==> config.mk <==
export PLATFORM = sky130hd
export DESIGN_NAME = countdown_timer_flat
export DESIGN_NICKNAME = d
export VERILOG_FILES = /design/src/rtl/countdown_timer_if.sv /design/src/rtl/countdown_timer.sv /design/src/flat_wrapper.sv
export SDC_FILE = /design/constraint.sdc
export NUM_CORES = 1
export LEC_CHECK = 0
export ABC_AREA = 1
export CAP_MARGIN = 20
export CORE_ASPECT_RATIO = 2
export CORE_MARGIN = 2
export CORE_UTILIZATION = 59
export CTS_CLUSTER_DIAMETER = 200
export DETAILED_ROUTE_END_ITERATION = 10
export PLACE_DENSITY = 0.82
export SETUP_SLACK_MARGIN = 0.5
export SKIP_CTS_REPAIR_TIMING = 1
export SYNTH_ARGS = -nofsm -noshare
export SYNTH_HDL_FRONTEND = slang
export SYNTH_SLANG_ARGS = --single-unit
==> constraint.sdc <==
create_clock -name clk -period 5.3 [get_ports clk]
set_input_delay 0.53 -clock clk [delete_from_list [all_inputs] [get_ports clk]]
set_output_delay 0.53 -clock clk [all_outputs]
set_load 0.01 [all_outputs]
==> src/rtl/countdown_timer_if.sv <==
// Control/status bundle for countdown_timer: load value and strobes in, state flags and packed time out.
// Combinational wires only; the bundle adds no delay.
// No handshake; every strobe is sampled on the next clk edge.
//
// load / load_hours / load_minutes / load_seconds : capture a start time (clamped inside the timer)
// start / pause                                   : 1-cycle control strobes
// running / done / alarm                          : RUN level, expiry pulse, EXPIRED level
// number                                          : hh*10000 + mm*100 + ss, binary
interface countdown_timer_if;
    logic        load;
    logic [7:0]  load_hours;
    logic [7:0]  load_minutes;
    logic [7:0]  load_seconds;
    logic        start;
    logic        pause;
    logic        running;
    logic        done;
    logic        alarm;
    logic [23:0] number;

    // master drives the controls and reads the status
    modport master (
        output load, load_hours, load_minutes, load_seconds, start, pause,
        input  running, done, alarm, number
    );

    // slave is the timer itself
    modport slave (
        input  load, load_hours, load_minutes, load_seconds, start, pause,
        output running, done, alarm, number
    );
endinterface

==> src/rtl/countdown_timer.sv <==
// Down-counting hh:mm:ss timer that stops at 00:00:00 and raises an alarm.
// Strobes act on the next clk edge; one second elapses every T_HOLD cycles spent in RUN.
// No backpressure; load beats pause, and pause beats start, when strobes coincide.
//
// Ports:
//   clk   system clock
//   rst   asynchronous, active-high reset
//   bus   countdown_timer_if.slave: load/start/pause strobes and start time in,
//         running/done/alarm flags and the packed number out
module countdown_timer #(
    parameter int T_HOLD       = 100_000_000,
    parameter int T_HOLD_WIDTH = (T_HOLD > 1) ? $clog2(T_HOLD) : 1
) (
    input  logic              clk,
    input  logic              rst,
    countdown_timer_if.slave  bus
);

    typedef enum logic [1:0] {
        IDLE    = 2'd0,
        RUN     = 2'd1,
        PAUSED  = 2'd2,
        EXPIRED = 2'd3
    } state_t;

    localparam logic [T_HOLD_WIDTH-1:0] TICK_LAST = T_HOLD_WIDTH'(T_HOLD - 1);
    localparam logic [T_HOLD_WIDTH-1:0] TICK_ONE  = T_HOLD_WIDTH'(1);

    state_t                  state;
    state_t                  state_nxt;
    logic [4:0]              hh;
    logic [4:0]              hh_nxt;
    logic [5:0]              mm;
    logic [5:0]              mm_nxt;
    logic [5:0]              ss;
    logic [5:0]              ss_nxt;
    logic [T_HOLD_WIDTH-1:0] tick;
    logic [T_HOLD_WIDTH-1:0] tick_nxt;
    logic                    done_q;
    logic                    done_nxt;

    // Load value after clamping to the legal range of each field.
    logic [4:0] load_hh;
    logic [5:0] load_mm;
    logic [5:0] load_ss;

    always_comb begin
        load_hh = (bus.load_hours   > 8'd23) ? 5'd23 : bus.load_hours[4:0];
        load_mm = (bus.load_minutes > 8'd59) ? 6'd59 : bus.load_minutes[5:0];
        load_ss = (bus.load_seconds > 8'd59) ? 6'd59 : bus.load_seconds[5:0];
    end

    // One-second decrement with borrow from minutes and hours. At 00:00:00 the
    // value is held, so the counter can never wrap.
    logic [4:0] dec_hh;
    logic [5:0] dec_mm;
    logic [5:0] dec_ss;
    logic       dec_zero;
    logic       time_zero;

    always_comb begin
        dec_hh = hh;
        dec_mm = mm;
        dec_ss = ss;
        if (ss != 6'd0) begin
            dec_ss = ss - 6'd1;
        end else if (mm != 6'd0) begin
            dec_ss = 6'd59;
            dec_mm = mm - 6'd1;
        end else if (hh != 5'd0) begin
            dec_ss = 6'd59;
            dec_mm = 6'd59;
            dec_hh = hh - 5'd1;
        end
    end

    assign time_zero = (hh == 5'd0) && (mm == 6'd0) && (ss == 6'd0);
    assign dec_zero  = (dec_hh == 5'd0) && (dec_mm == 6'd0) && (dec_ss == 6'd0);

    // Next-state and datapath logic.
    always_comb begin
        state_nxt = state;
        hh_nxt    = hh;
        mm_nxt    = mm;
        ss_nxt    = ss;
        tick_nxt  = tick;
        done_nxt  = 1'b0;

        if (bus.load) begin
            // Load overrides everything and returns to IDLE from any state,
            // which also drops the alarm.
            state_nxt = IDLE;
            hh_nxt    = load_hh;
            mm_nxt    = load_mm;
            ss_nxt    = load_ss;
            tick_nxt  = '0;
        end else begin
            unique case (state)
                IDLE: begin
                    // A zero start time has nothing to count, so start is ignored.
                    if (!bus.pause && bus.start && !time_zero) begin
                        state_nxt = RUN;
                        tick_nxt  = '0;
                    end
                end
                RUN: begin
                    if (bus.pause) begin
                        // tick is kept so a resume finishes the partial second.
                        state_nxt = PAUSED;
                    end else if (tick == TICK_LAST) begin
                        tick_nxt = '0;
                        hh_nxt   = dec_hh;
                        mm_nxt   = dec_mm;
                        ss_nxt   = dec_ss;
                        if (dec_zero) begin
                            state_nxt = EXPIRED;
                            done_nxt  = 1'b1;
                        end
                    end else begin
                        tick_nxt = tick + TICK_ONE;
                    end
                end
                PAUSED: begin
                    if (!bus.pause && bus.start) begin
                        state_nxt = RUN;
                    end
                end
                EXPIRED: begin
                    // pause has no meaning here; start acknowledges the alarm.
                    if (bus.start) begin
                        state_nxt = IDLE;
                    end
                end
                default: begin
                    state_nxt = IDLE;
                end
            endcase
        end
    end

    always_ff @(posedge clk or posedge rst) begin
        if (rst) begin
            state  <= IDLE;
            hh     <= 5'd0;
            mm     <= 6'd0;
            ss     <= 6'd0;
            tick   <= '0;
            done_q <= 1'b0;
        end else begin
            state  <= state_nxt;
            hh     <= hh_nxt;
            mm     <= mm_nxt;
            ss     <= ss_nxt;
            tick   <= tick_nxt;
            done_q <= done_nxt;
        end
    end

    assign bus.running = (state == RUN);
    assign bus.alarm   = (state == EXPIRED);
    assign bus.done    = done_q;
    // Products are widened to 24 bits before multiplying so 23*10000 fits.
    assign bus.number  = (24'(hh) * 24'd10000) + (24'(mm) * 24'd100) + 24'(ss);

endmodule
==> src/flat_wrapper.sv <==
// flat-port wrapper written by rule: the top's interface ports become plain ports
module countdown_timer_flat 
#(
    parameter int T_HOLD       = 100_000_000,
    parameter int T_HOLD_WIDTH = (T_HOLD > 1) ? $clog2(T_HOLD) : 1
)
  (clk, rst, bus_load, bus_load_hours, bus_load_minutes, bus_load_seconds, bus_start, bus_pause, bus_running, bus_done, bus_alarm, bus_number);
  countdown_timer_if bus_i ();
  input  logic clk;
  input  logic rst;
  input wire logic [$bits(bus_i.load)-1:0] bus_load;
  input wire logic [$bits(bus_i.load_hours)-1:0] bus_load_hours;
  input wire logic [$bits(bus_i.load_minutes)-1:0] bus_load_minutes;
  input wire logic [$bits(bus_i.load_seconds)-1:0] bus_load_seconds;
  input wire logic [$bits(bus_i.start)-1:0] bus_start;
  input wire logic [$bits(bus_i.pause)-1:0] bus_pause;
  output wire logic [$bits(bus_i.running)-1:0] bus_running;
  output wire logic [$bits(bus_i.done)-1:0] bus_done;
  output wire logic [$bits(bus_i.alarm)-1:0] bus_alarm;
  output wire logic [$bits(bus_i.number)-1:0] bus_number;
  assign bus_i.load = bus_load;
  assign bus_i.load_hours = bus_load_hours;
  assign bus_i.load_minutes = bus_load_minutes;
  assign bus_i.load_seconds = bus_load_seconds;
  assign bus_i.start = bus_start;
  assign bus_i.pause = bus_pause;
  assign bus_running = bus_i.running;
  assign bus_done = bus_i.done;
  assign bus_alarm = bus_i.alarm;
  assign bus_number = bus_i.number;
  countdown_timer #(.T_HOLD(T_HOLD), .T_HOLD_WIDTH(T_HOLD_WIDTH)) u_core (.clk(clk), .rst(rst), .bus(bus_i));
endmodule
# ---- Word-level counts from Yosys, hierarchy flattened
# Index checks and enable logic that the tools add are counted.
# W data, S select, Z words.
dict set report totals {
  register_bits 47
  inputBits 29
  output_inout_bits 27
  elab_cells 94
}
dict set report op_classes {
  addsub 6
  n_mul 2
  order_cmp 3
  n_eq_ne 11
  n_mux 42
  reduce_logical 24
}
# operator count
set ops {}
lappend ops {{$mux W27} 4}
lappend ops {{$mux W6} 16}
lappend ops {{$pmux W27 S2} 1}
lappend ops {{$mux W5} 8}
lappend ops {{$add A27 B1 Y27 const B} 1}
lappend ops {{$eq A27 B27 Y1 const B} 1}
lappend ops {{$add A24 B6 Y24} 1}
lappend ops {{$logic_not A6 Y1} 4}
lappend ops {{$add A19 B13 Y20} 1}
lappend ops {{$gt A8 B6 Y1 const B} 2}
lappend ops {{$mul A5 B10 Y15 const B} 1}
lappend ops {{$mux W2} 7}
lappend ops {{$reduce_bool A6 Y1} 2}
lappend ops {{$sub A6 B1 Y6 const B} 2}
lappend ops {{$mul A6 B5 Y11 const B} 1}
lappend ops {{$logic_not A5 Y1} 2}
lappend ops {{$gt A8 B5 Y1 const B} 1}
lappend ops {{$ne A4 B3 Y1 const B} 2}
lappend ops {{$pmux W2 S4} 1}
lappend ops {{$logic_and A1 B1 Y1} 6}
lappend ops {{$ne A3 B2 Y1 const B} 2}
lappend ops {{$ne A3 B3 Y1 const B} 2}
lappend ops {{$reduce_and A3 Y1} 2}
lappend ops {{$mux W1} 5}
lappend ops {{other kinds (10)} 13}

# ---- Logic depth before layout (Yosys ltp)
# Gate-level depths: netlist of the first run.
dict set report logic_depth {
  depth_word 12
  depth_mapped 23
  mapped_depth_nobuf 23
}

# ---- Least setup slack after synthesis of the first run
# Ideal clock, no wire load.
dict set report synth_timing {
  kind {register -> output}
  start {register u_core.mm[1]}
  end {output port bus_number[16]}
  t_arrival_ns 3.889
  required_time_ns 4.770
  setup_slack_ns 0.881
  path_stages_with_launch 24
  path_buffers 0
  cell_sequence {dfrtp_1 inv_1 ha_1 ha_1 ha_1 inv_1 fa_1 o21ai_0 a21o_1 a21oi_1 xor2_1 ha_1 nand2_1 nor2_1 nand3_1 nand3_1 inv_1 nand2_1 nand2_2 inv_1 nand2_1 nor2_2 nand2_1 xnor2_1}
}
dict set report synth_between {
  elab_chain_len 3
}
# element line_no
set synth_rtl {}
lappend synth_rtl {{from (decl)} countdown_timer.sv:33} ;# logic [5:0] mm;
lappend synth_rtl {{from (signal assigned)} countdown_timer.sv:152} ;# mm <= mm_nxt;
lappend synth_rtl {{$mul A6 B5 Y11} countdown_timer.sv:163} ;# assign bus.number = (24'(hh) * 24'd10000) + (24'(mm) * 24'd100) + 24'(ss);
lappend synth_rtl {{$add A19 B13 Y20} countdown_timer.sv:163}
lappend synth_rtl {{$add A24 B6 Y24} countdown_timer.sv:163}
lappend synth_rtl {{to (decl)} flat_wrapper.sv:20} ;# output wire logic [$bits(bus_i.number)-1:0] bus_number;
# No other way between the ends.

# ---- Final worst setup path of the first run
dict set report layout_timing {
  start {register u_core.mm[2]}
  end {output port bus_number[17]}
}
# The elaborated chain is that of the path after synthesis.

==> results.json, run 1 <==
{
  "dr.pass1.iters": 5,
  "finalClockSkew_ps": 9.74,
  "grt_pass1_wl_um": 27200,
  "route.detailed.wl_per_inst_um": 18.5,
  "switching_share_pct": 49.4,
  "die_w_um": 73.9,
  "crit_type": "flip-flop to output port",
  "cts_buffers": 5,
  "dp_hpwl_um": 13900,
  "fin_cells": 1060,
  "cp-end-kind": "output port",
  "period_needed_ps": 4860,
  "worstPathArrival_ps": 4330,
  "seqPwrFrac_pct": 11.8,
  "postLayoutCellArea_mm2": 0.00719,
  "cts_tree": "yes",
  "cts_root_buffer": "clkbuf_16",
  "worst_pin_slew_ps": 648,
  "synthesis.area_mm2": 0.00577,
  "clk_latency_ps": 300,
  "drv_cap": 0,
  "cts_max_level": 2,
  "via_count": 6407,
  "antenna_found_initial": 0,
  "crit_required_ps": 4770,
  "place_inst": 1028,
  "pwr-share-comb_pct": 76.4,
  "layout_worst_path_cycle_share_pct": 91.7,
  "port_buffers": 50,
  "routed_wl_um": 19600,
  "clkPwrFrac_pct": 11.8,
  "ios": 56,
  "final_nets": 1036,
  "place.gp.congestion": 1.01,
  "grt.overflow.total": 0,
  "avgSynthCellArea_um2": 6.81,
  "hold_viol_final": 0,
  "core_mm2": 0.00964,
  "total_power_mw": 3.49,
  "fp-row-count": 51,
  "grt_max_degree": 48,
  "clockBufferDepth": 2,
  "multi_input_area_mm2": 0.00440,
  "ys_seq_area_share_pct": 20.4,
  "peakVddDrop_mv": 0.473,
  "routed_via_density": 6.04,
  "synthFlopType": "dfrtp_1",
  "ys_types": 52,
  "grt_pass1_vias": 6142,
  "rsz0062_at_grt": "yes",
  "timing.fmax_ghz": 0.206,
  "synth_warnings": 0,
  "fillers": 746,
  "placed_cell_area_mm2": 0.00641,
  "die_area_mm2": 0.0106,
  "syn_inst": 848,
  "insertedDiodeCount": 0,
  "fp.dieH_um": 144,
  "area_growth_pct": 24.6,
  "drc": 0,
  "start_util_pct": 59.9,
  "p_switching_mw": 1.73,
  "drive_above_1_share_pct": 17.6,
  "pwr_density_cell_mw_per_mm2": 485,
  "drt-initial-drc-count": 368,
  "ys_ff_latch": 47,
  "crit_path_start_kind": "flip-flop",
  "grt_use_total_pct": 33.4,
  "drv_slew": 0,
  "relSlewSlack_pct": 56.7,
  "cts.sinks": 47,
  "synthArstFlopShare_pct": 100,
  "p_int_mw": 1.76,
  "regArea_mm2": 0.00118,
  "final_core_util_pct": 74.6,
  "synth_edf_count": 0,
  "crit_fanout": 4,
  "clkTransAtPathRegs_ps": 70,
  "hold_path.class": "input port to asynchronous set/reset pin",
  "detail-route-antenna-nets": 0,
  "status": "complete, no violations",
  "p_leak_nw": 3.42,
  "finalSetupViolations": 0
}
## per-stage QoR
step | hold WS, ps | TNS (ps) | setup slack, ps
floorplan | 469 | 0 | 881
global placement | 497 | 0 | 190
detailed placement | 493 | 0 | 33.8
CTS | 513 | -1300 | -308
global route | 460 | 0 | 219
finish | 434 | 0 | 440
## kinds of logic after synthesis
kind of cell | count (synthesis) | synth area share (%)
fa+ha+maj | 80 | 18.3
buf+inv | 139 | 9.93
xor+xnor | 29 | 4.40
other cells | 1 | 0.0650
simple gates | 461 | 37.4
flops | 47 | 20.4
compound gates | 91 | 9.54
## Yosys cell counts, types with 4 or more instances
cell type / count / area share, %
o21ai_1: 6 / 0.52
o211ai_1: 8 / 1.0
nand2_2: 12 / 1.3
fa_1: 7 / 2.4
xnor2_1: 12 / 1.8
xor2_1: 17 / 2.6
nand4_1: 26 / 2.8
nand2_1: 211 / 14
nand3_1: 71 / 6.2
a21oi_1: 25 / 2.2
inv_1: 118 / 7.7
nor2_1: 77 / 5.0
buf_4: 9 / 1.2
inv_2: 7 / 0.46
o21ai_0: 28 / 2.4
ha_1: 73 / 16
nor3_1: 21 / 1.8
nor3_2: 7 / 1.2
nor2_4: 4 / 0.78
dfrtp_1: 47 / 20
nor4_1: 5 / 0.54
nor2_2: 10 / 1.1
## state kept, by name (all words and copies together), names as in the netlist
signal	count
u_core.tick	27
u_core.bus.done	1
u_core.state	2
u_core.ss	6
u_core.hh	5
u_core.mm	6
## path summary, 6_finish.rpt
| kind | start | slack [ps] | endpoint | cells past startpoint |
|---|---|---|---|---|
| min in group clk | u_core.tick[1]$_DFFE_PP0P_ | 510 | u_core.tick[1]$_DFFE_PP0P_ | 2 |
| max in group asynchronous | rst | 4360 | u_core.hh[1]$_DFFE_PP0P_ | 3 |
| max | u_core.mm[2]$_DFFE_PP0P_ | 440 | bus_number[17] | 23 |
| min reg2reg | u_core.tick[1]$_DFFE_PP0P_ | 510 | u_core.tick[1]$_DFFE_PP0P_ | 2 |
| min | rst | 430 | u_core.ss[4]$_DFFE_PP0P_ | 2 |
| max reg2reg | u_core.hh[0]$_DFFE_PP0P_ | 2530 | u_core.tick[22]$_DFFE_PP0P_ | 13 |
## power groups by stage
stage	logic (mW)	registers [mW]	clock network, mW
6_report	2.67	0.411	0.412
5_1_grt	2.87	0.413	0.430
4_1_cts	2.08	0.408	0.417
3_5_place_dp	2.07	0.415	0
3_3_place_gp	2.01	0.413	0
2_1_floorplan	1.40	0.409	0
## per-layer routing
| layer | global-route usage [%] | wire length, µm | up-vias |
|---|---|---|---|
| met5 | 0 | 0 | - |
| met4 | 29.9 | 1980 | 0 |
| met3 | 3.09 | 813 | 139 |
| met2 | 63.3 | 10800 | 323 |
| met1 | 28.7 | 6000 | 2997 |
| li1 | - | - | 2948 |
## layout make-up
class                   count  area share, %
inverters                 126           6.80
clock buffers               6           1.79
well taps                 132           2.30
multi-input cells         666           61.2
flip-flops and latches     47           16.4
clock inverters             2          0.835
repair buffers             81           10.7
## critical path: stages, from the launching register on
cell	delay, ps
dfrtp_2	430
clkinv_4	100
ha_4	280
ha_4	200
ha_4	280
ha_4	210
a21oi_2	140
nand2_2	80
a21o_1	200
a21oi_2	160
xnor2_1	90
ha_1	410
inv_2	70
o21ai_1	190
nor2_2	60
nand2_2	110
xor2_2	220
inv_2	90
nor3_4	270
buf_6	140
nand3_2	40
nand2_1	70
nand2_1	40
buf_2	130
## layout by cell type (no fill, tap or decap), types with 5 or more instances in the layout
| cell type | Yosys | layout |
|---|---|---|
| ha_4 | 0 | 20 |
| nand3_1 | 71 | 67 |
| buf_4 | 9 | 27 |
| nor3_1 | 21 | 21 |
| nand3_2 | 3 | 7 |
| a21oi_2 | 0 | 6 |
| dlymetal6s2s_1 | 0 | 6 |
| inv_1 | 118 | 105 |
| inv_2 | 7 | 16 |
| nor2_4 | 4 | 7 |
| xnor2_1 | 12 | 12 |
| clkbuf_16 | 0 | 5 |
| nor3_2 | 7 | 7 |
| nand4_1 | 26 | 26 |
| nor2_1 | 77 | 72 |
| nor2_2 | 10 | 12 |
| dfrtp_1 | 47 | 42 |
| a21oi_1 | 25 | 19 |
| nand2_1 | 211 | 203 |
| o211ai_1 | 8 | 8 |
| nand2_2 | 12 | 20 |
| o21ai_1 | 6 | 7 |
| nor4_1 | 5 | 5 |
| o21ai_0 | 28 | 26 |
| clkdlybuf4s50_1 | 0 | 43 |
| xor2_1 | 17 | 16 |
| dfrtp_2 | 0 | 5 |
| fa_1 | 7 | 6 |
| conb_1 | 1 | 5 |
| ha_1 | 73 | 51 |
Note: power is estimated with default switching activity, not from simulation.
==> run 2: changes to the inputs <==
--- a/config.mk
+++ b/config.mk
@@ -12,6 +12,7 @@
 export CORE_UTILIZATION = 59
 export CTS_CLUSTER_DIAMETER = 200
 export DETAILED_ROUTE_END_ITERATION = 10
+export GPL_ROUTABILITY_DRIVEN = 0
 export PLACE_DENSITY = 0.82
 export SETUP_SLACK_MARGIN = 0.5
 export SKIP_CTS_REPAIR_TIMING = 1
==> results.json, run 2 (same netlist as run 1, synthesis figures left out) <==
{
  "p_switching_mw": 1.62,
  "cts.sinks": 47,
  "clockBufferDepth": 2,
  "crit_required_ps": 4770,
  "setup_tns_ps": 0,
  "cts_tree": "yes",
  "dp_hpwl_um": 13600,
  "finalClockSkew_ps": 6.13,
  "peakVddDrop_mv": 0.408,
  "period_needed_ps": 4950,
  "crit_type": "flip-flop to output port",
  "insertedDiodeCount": 0,
  "grt_use_met2_pct": 63.8,
  "drc": 0,
  "area_growth_pct": 22.6,
  "regMostFlops": "u_core.tick",
  "grt_max_degree": 48,
  "via_count": 6372,
  "seqPwrFrac_pct": 12.8,
  "mostFrequentLayoutCell": "nand2_1",
  "largest_reg_flops": 27,
  "fin_cells": 1056,
  "cp-end-kind": "output port",
  "die_w_um": 73.9,
  "cts_root_buffer": "clkbuf_16",
  "worstPathArrival_ps": 4420,
  "switching_share_pct": 50.5,
  "cts_buffers": 5,
  "grt-busiest-layer": "met2",
  "p_int_mw": 1.59,
  "fp-row-count": 51,
  "place_inst": 1029,
  "cpPeakStageDelay_ps": 410,
  "cp.buffers_inverters": 5,
  "layout_worst_path_cycle_share_pct": 93.3,
  "drv_slew": 0,
  "pwr-share-comb_pct": 76.3,
  "drive_above_1_share_pct": 16.7,
  "grt_use_total_pct": 33.3,
  "antenna_found_initial": 0,
  "slowest_stage": "dfrtp_2",
  "drt-initial-drc-count": 427,
  "fp.dieH_um": 144,
  "grt_pass1_wl_um": 27400,
  "clk_latency_ps": 300,
  "routed_wl_um": 19300,
  "final_nets": 1032,
  "grt_util_met3_pct": 3.72,
  "hold_path.class": "input port to asynchronous set/reset pin",
  "cts_max_level": 2,
  "cp_common_cell": "nand2_1",
  "hold_viol_final": 0,
  "ios": 56,
  "status": "complete, no violations",
  "core_mm2": 0.00964,
  "crit_path_start_kind": "flip-flop",
  "worst_hold_slack_ps": 430,
  "detail-route-antenna-nets": 0,
  "worst_pin_slew_ps": 611,
  "grt.overflow.total": 0,
  "timing.fmax_ghz": 0.202,
  "port_buffers": 50,
  "dr.pass1.iters": 8,
  "use_met1_pct": 30.0,
  "relSlewSlack_pct": 59.1,
  "p_leak_nw": 3.38,
  "die_area_mm2": 0.0106,
  "reg_top3": "u_core.tick: 27 flops, u_core.mm: 6 flops, u_core.ss: 6 flops",
  "clkTransAtPathRegs_ps": 70,
  "finalSetupViolations": 0,
  "grt_pass1_vias": 6042,
  "path_cells": "inv_2 -> buf_6 -> ha_1 -> ha_1 -> ha_1 -> ha_4 -> xnor2_1 -> inv_1 -> ha_4 -> nand2_2 -> nor2_1 -> nand3_1 -> nand2_1 -> nand2_1 -> nand2_1 -> nand4_1 -> nor3_4 -> buf_6 -> nand3_2 -> nand2_1 -> nand2_1 -> buf_2",
  "route.detailed.wl_per_inst_um": 18.3,
  "pwr_density_cell_mw_per_mm2": 453,
  "crit_fanout": 6,
  "final_cell_mix": "nand2_1 (204), inv_1 (105), nor2_1 (74)",
  "routed_via_density": 6.03,
  "rsz0062_at_grt": "yes",
  "start_util_pct": 59.9,
  "crit_family": "adder cells",
  "clkPwrFrac_pct": 10.9,
  "drv_cap": 0
}
run 2: final cells by class:
cell class,count,area (µm²)
well taps,132,165
clock buffers,7,153
clock inverters,1,7.51
inverters,126,478
flip-flops and latches,47,1180
repair buffers,77,726
fillers,755,2560
multi-input cells,666,4370
run 2: routing by layer:
metal | vias up | routed length, µm
met5 | - | 0
met4 | 0 | 1680
met3 | 140 | 1260
met2 | 369 | 10600
met1 | 2934 | 5760
li1 | 2929 | -
run 2: worst paths after layout:
path	startpoint	depth (start not counted)	slack (ps)	to
worst min-delay path	rst	2	430	u_core.ss[4]$_DFFE_PP0P_
worst min register to register	u_core.tick[6]$_DFFE_PP0P_	1	520	u_core.tick[6]$_DFFE_PP0P_
worst max register to register	u_core.hh[1]$_DFFE_PP0P_	15	2340	u_core.state[0]$_DFFE_PP0P_
min in group clk	u_core.tick[6]$_DFFE_PP0P_	1	520	u_core.tick[6]$_DFFE_PP0P_
max in group asynchronous	rst	3	4390	u_core.mm[4]$_DFFE_PP0P_
worst max-delay path	u_core.mm[4]$_DFFE_PP0P_	22	350	bus_number[17]
run 2: power groups by stage:
| stage | sequential (mW) | combinational (mW) | clock (mW) |
|---|---|---|---|
| finish | 0.409 | 2.45 | 0.350 |
| global route | 0.412 | 2.66 | 0.362 |
| CTS | 0.408 | 2.06 | 0.349 |
| detailed placement | 0.415 | 2.05 | 0 |
| global placement | 0.413 | 2.00 | 0 |
| floorplan | 0.409 | 1.40 | 0 |
run 2: stage by stage:
step	power, mW	utilization, %	instance area [µm²]	setup slack [ps]
global route	3.43	73.4	7080	264
finish	3.21	73.4	7080	355
global placement	2.41	66.6	6410	195
detailed placement	2.47	66.6	6410	31.7
CTS	2.82	68.2	6580	-305
floorplan	1.81	-	5790	881
==> run 3: changes to the inputs <==
--- a/config.mk
+++ b/config.mk
@@ -19,3 +19,4 @@
 export SYNTH_ARGS = -nofsm -noshare
 export SYNTH_HDL_FRONTEND = slang
 export SYNTH_SLANG_ARGS = --single-unit
+export TNS_END_PERCENT = 100
==> results of run 3 <==
Final layout, timing and power as in run 2 (identical DEF).
